**src/rtl/pix_goe_counter.sv**
```systemverilog
// pix_goe_counter: pipelined masked pixel-multiplicity counter with two stretched ">= threshold" triggers.
// Build option: define PIX_GOE_PEAK_CAPTURE_EN to add the peak-count register behind peak_out/peak_clr.
module pix_goe_counter #(
    parameter int N_PIX  = 256,
    parameter int FAN_IN = 4,
    parameter int CNT_W  = $clog2(N_PIX + 1),
    parameter int HOLD_W = 8
) (
    input  logic              clk,
    input  logic              rst,
    input  logic [N_PIX-1:0]  hit_in,
    input  logic              hit_valid,
    input  logic [N_PIX-1:0]  pix_mask,
    input  logic [CNT_W-1:0]  thr_lo,
    input  logic [CNT_W-1:0]  thr_hi,
    input  logic [HOLD_W-1:0] hold_len,
    input  logic              cfg_load,
    output logic [CNT_W-1:0]  count_out,
    output logic              count_valid,
    output logic              goe_lo,
    output logic              goe_hi,
    output logic [CNT_W-1:0]  peak_out,
    input  logic              peak_clr
);

    function automatic int ipow(int b, int e);
        int r = 1;
        for (int i = 0; i < e; i++) r = r * b;
        return r;
    endfunction

    function automatic int num_levels(int n, int f);
        int l = 0;
        int span = 1;
        while (span < n) begin
            span = span * f;
            l++;
        end
        return l;
    endfunction

    function automatic int lvl_nodes(int n, int f, int l);
        return (n + ipow(f, l) - 1) / ipow(f, l);
    endfunction

    // Widest possible sum at level l is the number of leaves below one node, capped at N_PIX.
    function automatic int lvl_width(int n, int f, int l);
        int span = ipow(f, l);
        if (span > n) span = n;
        return $clog2(span + 1);
    endfunction

    localparam int LEV = num_levels(N_PIX, FAN_IN);

    genvar gi, gj;

    // Stage 0: masked hits; invalid samples enter the tree as all-zero so they count 0.
    logic [N_PIX-1:0] hit_reg;
    logic [LEV:0]     vld_reg;

    always_ff @(posedge clk) begin
        if (rst) begin
            hit_reg <= '0;
            vld_reg <= '0;
        end else begin
            hit_reg <= hit_valid ? (hit_in & ~pix_mask) : '0;
            vld_reg <= {vld_reg[LEV-1:0], hit_valid};
        end
    end

    for (gi = 1; gi <= LEV; gi++) begin : lvl
        localparam int NODES      = lvl_nodes(N_PIX, FAN_IN, gi);
        localparam int PREV_NODES = lvl_nodes(N_PIX, FAN_IN, gi - 1);
        localparam int W          = lvl_width(N_PIX, FAN_IN, gi);

        logic [W-1:0] child    [NODES*FAN_IN];
        logic [W-1:0] sum_next [NODES];
        logic [W-1:0] sum_reg  [NODES];

        for (gj = 0; gj < NODES * FAN_IN; gj++) begin : leaf
            if (gj >= PREV_NODES) begin : g_pad
                assign child[gj] = '0;
            end else if (gi == 1) begin : g_hit
                assign child[gj] = W'(hit_reg[gj]);
            end else begin : g_sum
                assign child[gj] = W'(lvl[gi-1].sum_reg[gj]);
            end
        end

        always_comb begin
            for (int n = 0; n < NODES; n++) begin
                sum_next[n] = '0;
                for (int k = 0; k < FAN_IN; k++) begin
                    sum_next[n] = sum_next[n] + child[n*FAN_IN + k];
                end
            end
        end

        always_ff @(posedge clk) begin
            for (int n = 0; n < NODES; n++) begin
                sum_reg[n] <= rst ? '0 : sum_next[n];
            end
        end
    end

    logic [CNT_W-1:0] tree_sum;
    logic             tree_vld;

    assign tree_sum = CNT_W'(lvl[LEV].sum_reg[0]);
    assign tree_vld = vld_reg[LEV];

    logic [CNT_W-1:0]  count_out_reg;
    logic              count_valid_reg;
    logic [HOLD_W-1:0] hold_act_reg;

    always_ff @(posedge clk) begin
        if (rst) begin
            count_out_reg   <= '0;
            count_valid_reg <= 1'b0;
            hold_act_reg    <= '0;
        end else begin
            count_valid_reg <= tree_vld;
            if (tree_vld) count_out_reg <= tree_sum;
            if (cfg_load) hold_act_reg <= hold_len;
        end
    end

    logic [CNT_W-1:0] thr_shadow [2];
    logic [1:0]       goe_bits;

    assign thr_shadow[0] = thr_lo;
    assign thr_shadow[1] = thr_hi;

    // Channel 0 is goe_lo, channel 1 is goe_hi; a zero threshold disables its channel.
    for (gi = 0; gi < 2; gi++) begin : ch
        logic [CNT_W-1:0]  thr_act_reg;
        logic [HOLD_W-1:0] hold_cnt_reg;
        logic              goe_reg;
        logic              cmp;

        assign cmp = tree_vld && (thr_act_reg != '0) && (tree_sum >= thr_act_reg);

        always_ff @(posedge clk) begin
            if (rst) begin
                thr_act_reg  <= '1;
                hold_cnt_reg <= '0;
                goe_reg      <= 1'b0;
            end else begin
                if (cfg_load) thr_act_reg <= thr_shadow[gi];
                if (cmp) begin
                    hold_cnt_reg <= hold_act_reg;
                    goe_reg      <= 1'b1;
                end else if (hold_cnt_reg != '0) begin
                    hold_cnt_reg <= hold_cnt_reg - HOLD_W'(1);
                    goe_reg      <= 1'b1;
                end else begin
                    goe_reg      <= 1'b0;
                end
            end
        end

        assign goe_bits[gi] = goe_reg;
    end

    assign count_out   = count_out_reg;
    assign count_valid = count_valid_reg;
    assign goe_lo      = goe_bits[0];
    assign goe_hi      = goe_bits[1];

`ifdef PIX_GOE_PEAK_CAPTURE_EN
    logic [CNT_W-1:0] peak_reg;

    // Clear wins over a same-cycle update, so that cycle's count is dropped.
    always_ff @(posedge clk) begin
        if (rst || peak_clr) begin
            peak_reg <= '0;
        end else if (count_valid_reg && (count_out_reg > peak_reg)) begin
            peak_reg <= count_out_reg;
        end
    end

    assign peak_out = peak_reg;
`else
    logic unused_peak_clr;

    assign unused_peak_clr = peak_clr;
    assign peak_out        = '0;
`endif

endmodule
```
**config.mk**
```make
export PLATFORM = sky130hd
export DESIGN_NAME = pix_goe_counter
export DESIGN_NICKNAME = d
export VERILOG_FILES = /design/src/rtl/pix_goe_counter.sv
export SDC_FILE = /design/constraint.sdc
export NUM_CORES = 1
export LEC_CHECK = 0
export ABC_AREA = 1
export CORE_AREA = 5 5 290 406
export CTS_BUF_LIST = sky130_fd_sc_hd__clkbuf_16
export DETAILED_ROUTE_END_ITERATION = 7
export DIE_AREA = 0 0 295 411
export PLACE_DENSITY = 0.46
export SYNTH_ARGS = -nofsm -noshare
export SYNTH_HDL_FRONTEND = slang
export SYNTH_SLANG_ARGS = --single-unit
```
**constraint.sdc**
```tcl
create_clock -name clk -period 3.2 [get_ports clk]
set_input_delay 0.48 -clock clk [delete_from_list [all_inputs] [get_ports clk]]
set_output_delay 0.48 -clock clk [all_outputs]
set_load 0.005 [all_outputs]
```
==> flow_metrics.py <==
metrics = {
    "pwr": {
        "powerDensity_nw_per_um2": 497.8,
        "finalPower_mw": 18.64,
        "ir_worst_vdd_uv": 373.5,
        "p_leak_nw": 17.27,
    },
    "global_route": {
        "antenna_found_initial": 5,
        "grt_pass1_vias": 20764,
        "grt_pass1_wl_mm": 104.5,
        "grt_start_max_net_pins": 132,
        "grt_use_met3_pct": 2.380,
        "met1_usage_pct": 12.08,
        "use_met2_pct": 20.07,
        "grt-ovfl-total": 0,
        "top_usage_layer": "met2",
        "grt_use_total_pct": 10.81,
    },
    "setup_path": {
        "worstSetupStartpointType": "flip-flop",
        "crit_top_cell": "fa_1",
        "end_kind": "flip-flop",
        "critical_path_class": "flip-flop to flip-flop",
        "r2r-end": "lvl[4].sum_reg[0][7]",
        "critPathMaxFanout": 3,
        "crit_family": "adder cells",
        "reg2reg_setup_slack_ps": 260,
        "r2r_cells": 14,
        "r2r_start": "lvl[3].sum_reg[1][0]",
        "worstPathArrival_ps": 3500,
        "cp.buffers_inverters": 2,
        "required_ps": 3760,
        "crit_path_top_delay_cell": "fa_1",
        "cp_cell_sequence": "ha_1, inv_1, fa_1, fa_1, inv_1, ha_1, fa_1, nand3_1, nand3_1, nand2_1, nand2_1, a21oi_1, o21ai_0, a21oi_1",
        "slowest_delay_ps": 490,
    },
    "route": {
        "via_per_inst": 3.740,
        "vias": 19424,
        "wl_per_cell_um": 12.61,
        "detail_route.iter0.violations": 413,
        "wl_mm": 65.47,
        "dr.pass1.iters": 4,
        "antenna_left": 0,
        "remaining_drc_errors": 0,
    },
    "placed_design": {
        "post-dp-hpwl_mm": 51.79,
        "portBuffers": 553,
        "gp_congestion": 0.7545,
        "place_inst": 5065,
    },
    "finish": {
        "largest_reg_flops": 309,
        "drive_gt1_share_pct": 4.296,
        "syn_to_final_growth_pct": 32.89,
        "stdcell_count": 5193,
        "layout_common_cells": "712 x inv_1, 624 x dfxtp_1, 607 x nor2_1, 552 x clkdlybuf4s50_1, 326 x nand2_1",
        "fin_nets": 4651,
        "fillers": 11941,
        "multi_input_area_um2": 12470,
        "layout_commonest_cell": "inv_1",
        "seq_area_um2": 12490,
    },
    "cts": {
        "cts_tree": "yes",
        "cts_max_level": 3,
        "numCtsBuffers": 72,
        "cts_resized": 0,
        "holdBufCountCts": 0,
        "postCtsSetupRepairBufs": 0,
        "clk_path_buf_depth": 3,
        "insertion_delay_ps": 630,
        "clk_pin_slew_ps": 60,
        "clkSinkCount": 624,
        "cts.root.buffer_cell": "clkbuf_16",
    },
    "floorplan": {
        "rows": 147,
        "core_area_um2": 113900,
        "ios": 564,
        "die_width_um": 295,
        "die_area_um2": 121200,
        "start_util_pct": 24.74,
        "dieHeight_um": 411,
    },
    "logic_synthesis": {
        "yosysWarnings": 0,
        "seq_area_frac_synth_pct": 44.35,
        "synth-seq-cells": 624,
        "syn_area_um2": 28170,
        "ys_types": 37,
        "syn_avg_cell_area_um2": 9.134,
        "synth_cells": 3084,
    },
    "flow_run": {
        "maxCapViolCount": 0,
    },
    "hold_path": {
        "min_from": "rst",
        "min_path_cells": 3,
        "hold_class": "input port to flip-flop",
        "hold_end": "lvl[1].sum_reg[0][24]",
    },
    "sta": {
        "hold_ws_ps": 360.1,
        "hold_viol": 0,
        "fin_crit_ps": 2941,
        "rsz0062_at_grt": "false",
        "fmax_ghz": 0.3401,
        "slew_viol_final": 0,
        "finalSetupTns_ps": 0,
        "finalCritPeriodShare_pct": 91.89,
        "worst_slew_pin_slew_ps": 658.3,
        "skew_ps": 17.32,
        "max_slew_margin_pct": 56.11,
        "setup_viol": 0,
    },
    "status": {
        "status": "finished clean",
    },
}
-- layer usage --
metal / vias to the layer above / routed length, um
met5: - / 0
met4: 0 / 1666
met3: 89 / 3679
met2: 379 / 34100
met1: 8796 / 26030
li1: 10160 / -
-- power by group --
part / leakage [nW] / internal, mW / switching [mW]
Sequential: 5.07 / 8.14 / 0.195
Combinational: 11.0 / 1.28 / 1.18
Clock: 1.16 / 4.53 / 3.31
Total: 17.3 / 13.9 / 4.69
-- through the flow --
| step | instance area (um^2) | utilization [%] | setup slack, ps |
|---|---|---|---|
| floorplan | 28200 | - | 443.5 |
| global placement | 35190 | 30.91 | 120.0 |
| detailed placement | 35190 | 30.91 | 151.0 |
| CTS | 37430 | 32.87 | 133.3 |
| global route | 37430 | 32.88 | 3.001 |
| finish | 37430 | 32.88 | 259.4 |
-- worst max path at each step --
| stage | startpoint | to | slack (ps) | cells past startpoint |
|---|---|---|---|---|
| final | lvl[3].sum_reg[1][0] | lvl[4].sum_reg[0][7] | 260 | 14 |
| after global routing | lvl[3].sum_reg[1][0] | lvl[4].sum_reg[0][7] | 3 | 15 |
| after CTS | lvl[3].sum_reg[1][0] | lvl[4].sum_reg[0][7] | 130 | 15 |
| after detailed placement | lvl[3].sum_reg[1][0] | lvl[4].sum_reg[0][7] | 150 | 15 |
| after global placement | lvl[3].sum_reg[1][0] | lvl[4].sum_reg[0][7] | 120 | 15 |
| after floorplan | lvl[3].sum_reg[1][0] | lvl[4].sum_reg[0][7] | 440 | 15 |
-- layout make-up --
| type | count | share of cell area, % |
|---|---|---|
| well taps | 1490 | 4.980 |
| multi-input cells | 1675 | 33.32 |
| repair buffers | 568 | 15.23 |
| flip-flops and latches | 624 | 33.37 |
| clock inverters | 52 | 1.016 |
| clock buffers | 74 | 4.947 |
| diodes | 2 | 0.01337 |
| inverters | 708 | 7.119 |
-- cells in the mapped netlist (all sizes together) --
cell	number	area [um^2]
nand2	337	1308
xor2	23	201.4
a21o	3	22.52
clkbuf	10	37.54
a31oi	3	18.77
o21bai	3	22.52
clkinv	1	3.750
nand4	5	31.28
nand3b	1	7.510
a21oi	94	470.5
o21a	1	7.510
conb	1	3.750
inv	707	2654
a211oi	1	7.510
xnor2	8	70.07
fa	209	4184
dfxtp	624	12490
buf	75	543.0
o211ai	1	7.510
nor2	615	2333
nor3	4	47.54
ha	250	3128
o21ai	60	300.3
nand3	47	260.3
o31ai	1	7.510
-- cells by family after synthesis --
logic type	share of synthesized area [%]
DFF	44.35
and+or+nand+nor	14.16
buffers and inverters	11.50
AOI/OAI and AO/OA	3.069
other	0.01331
adders and majority gates	25.96
xor gates and xnor gates	0.9638
-- worst reg2reg max path, stage by stage, from the launching register on --
cell,delay [ps]
dfxtp_1,300
ha_1,200
inv_1,70
fa_1,420
fa_1,490
inv_1,40
ha_1,220
fa_1,410
nand3_1,100
nand3_1,100
nand2_1,80
nand2_1,50
a21oi_1,150
o21ai_0,90
a21oi_1,130
(Power assumes the default switching activity.)
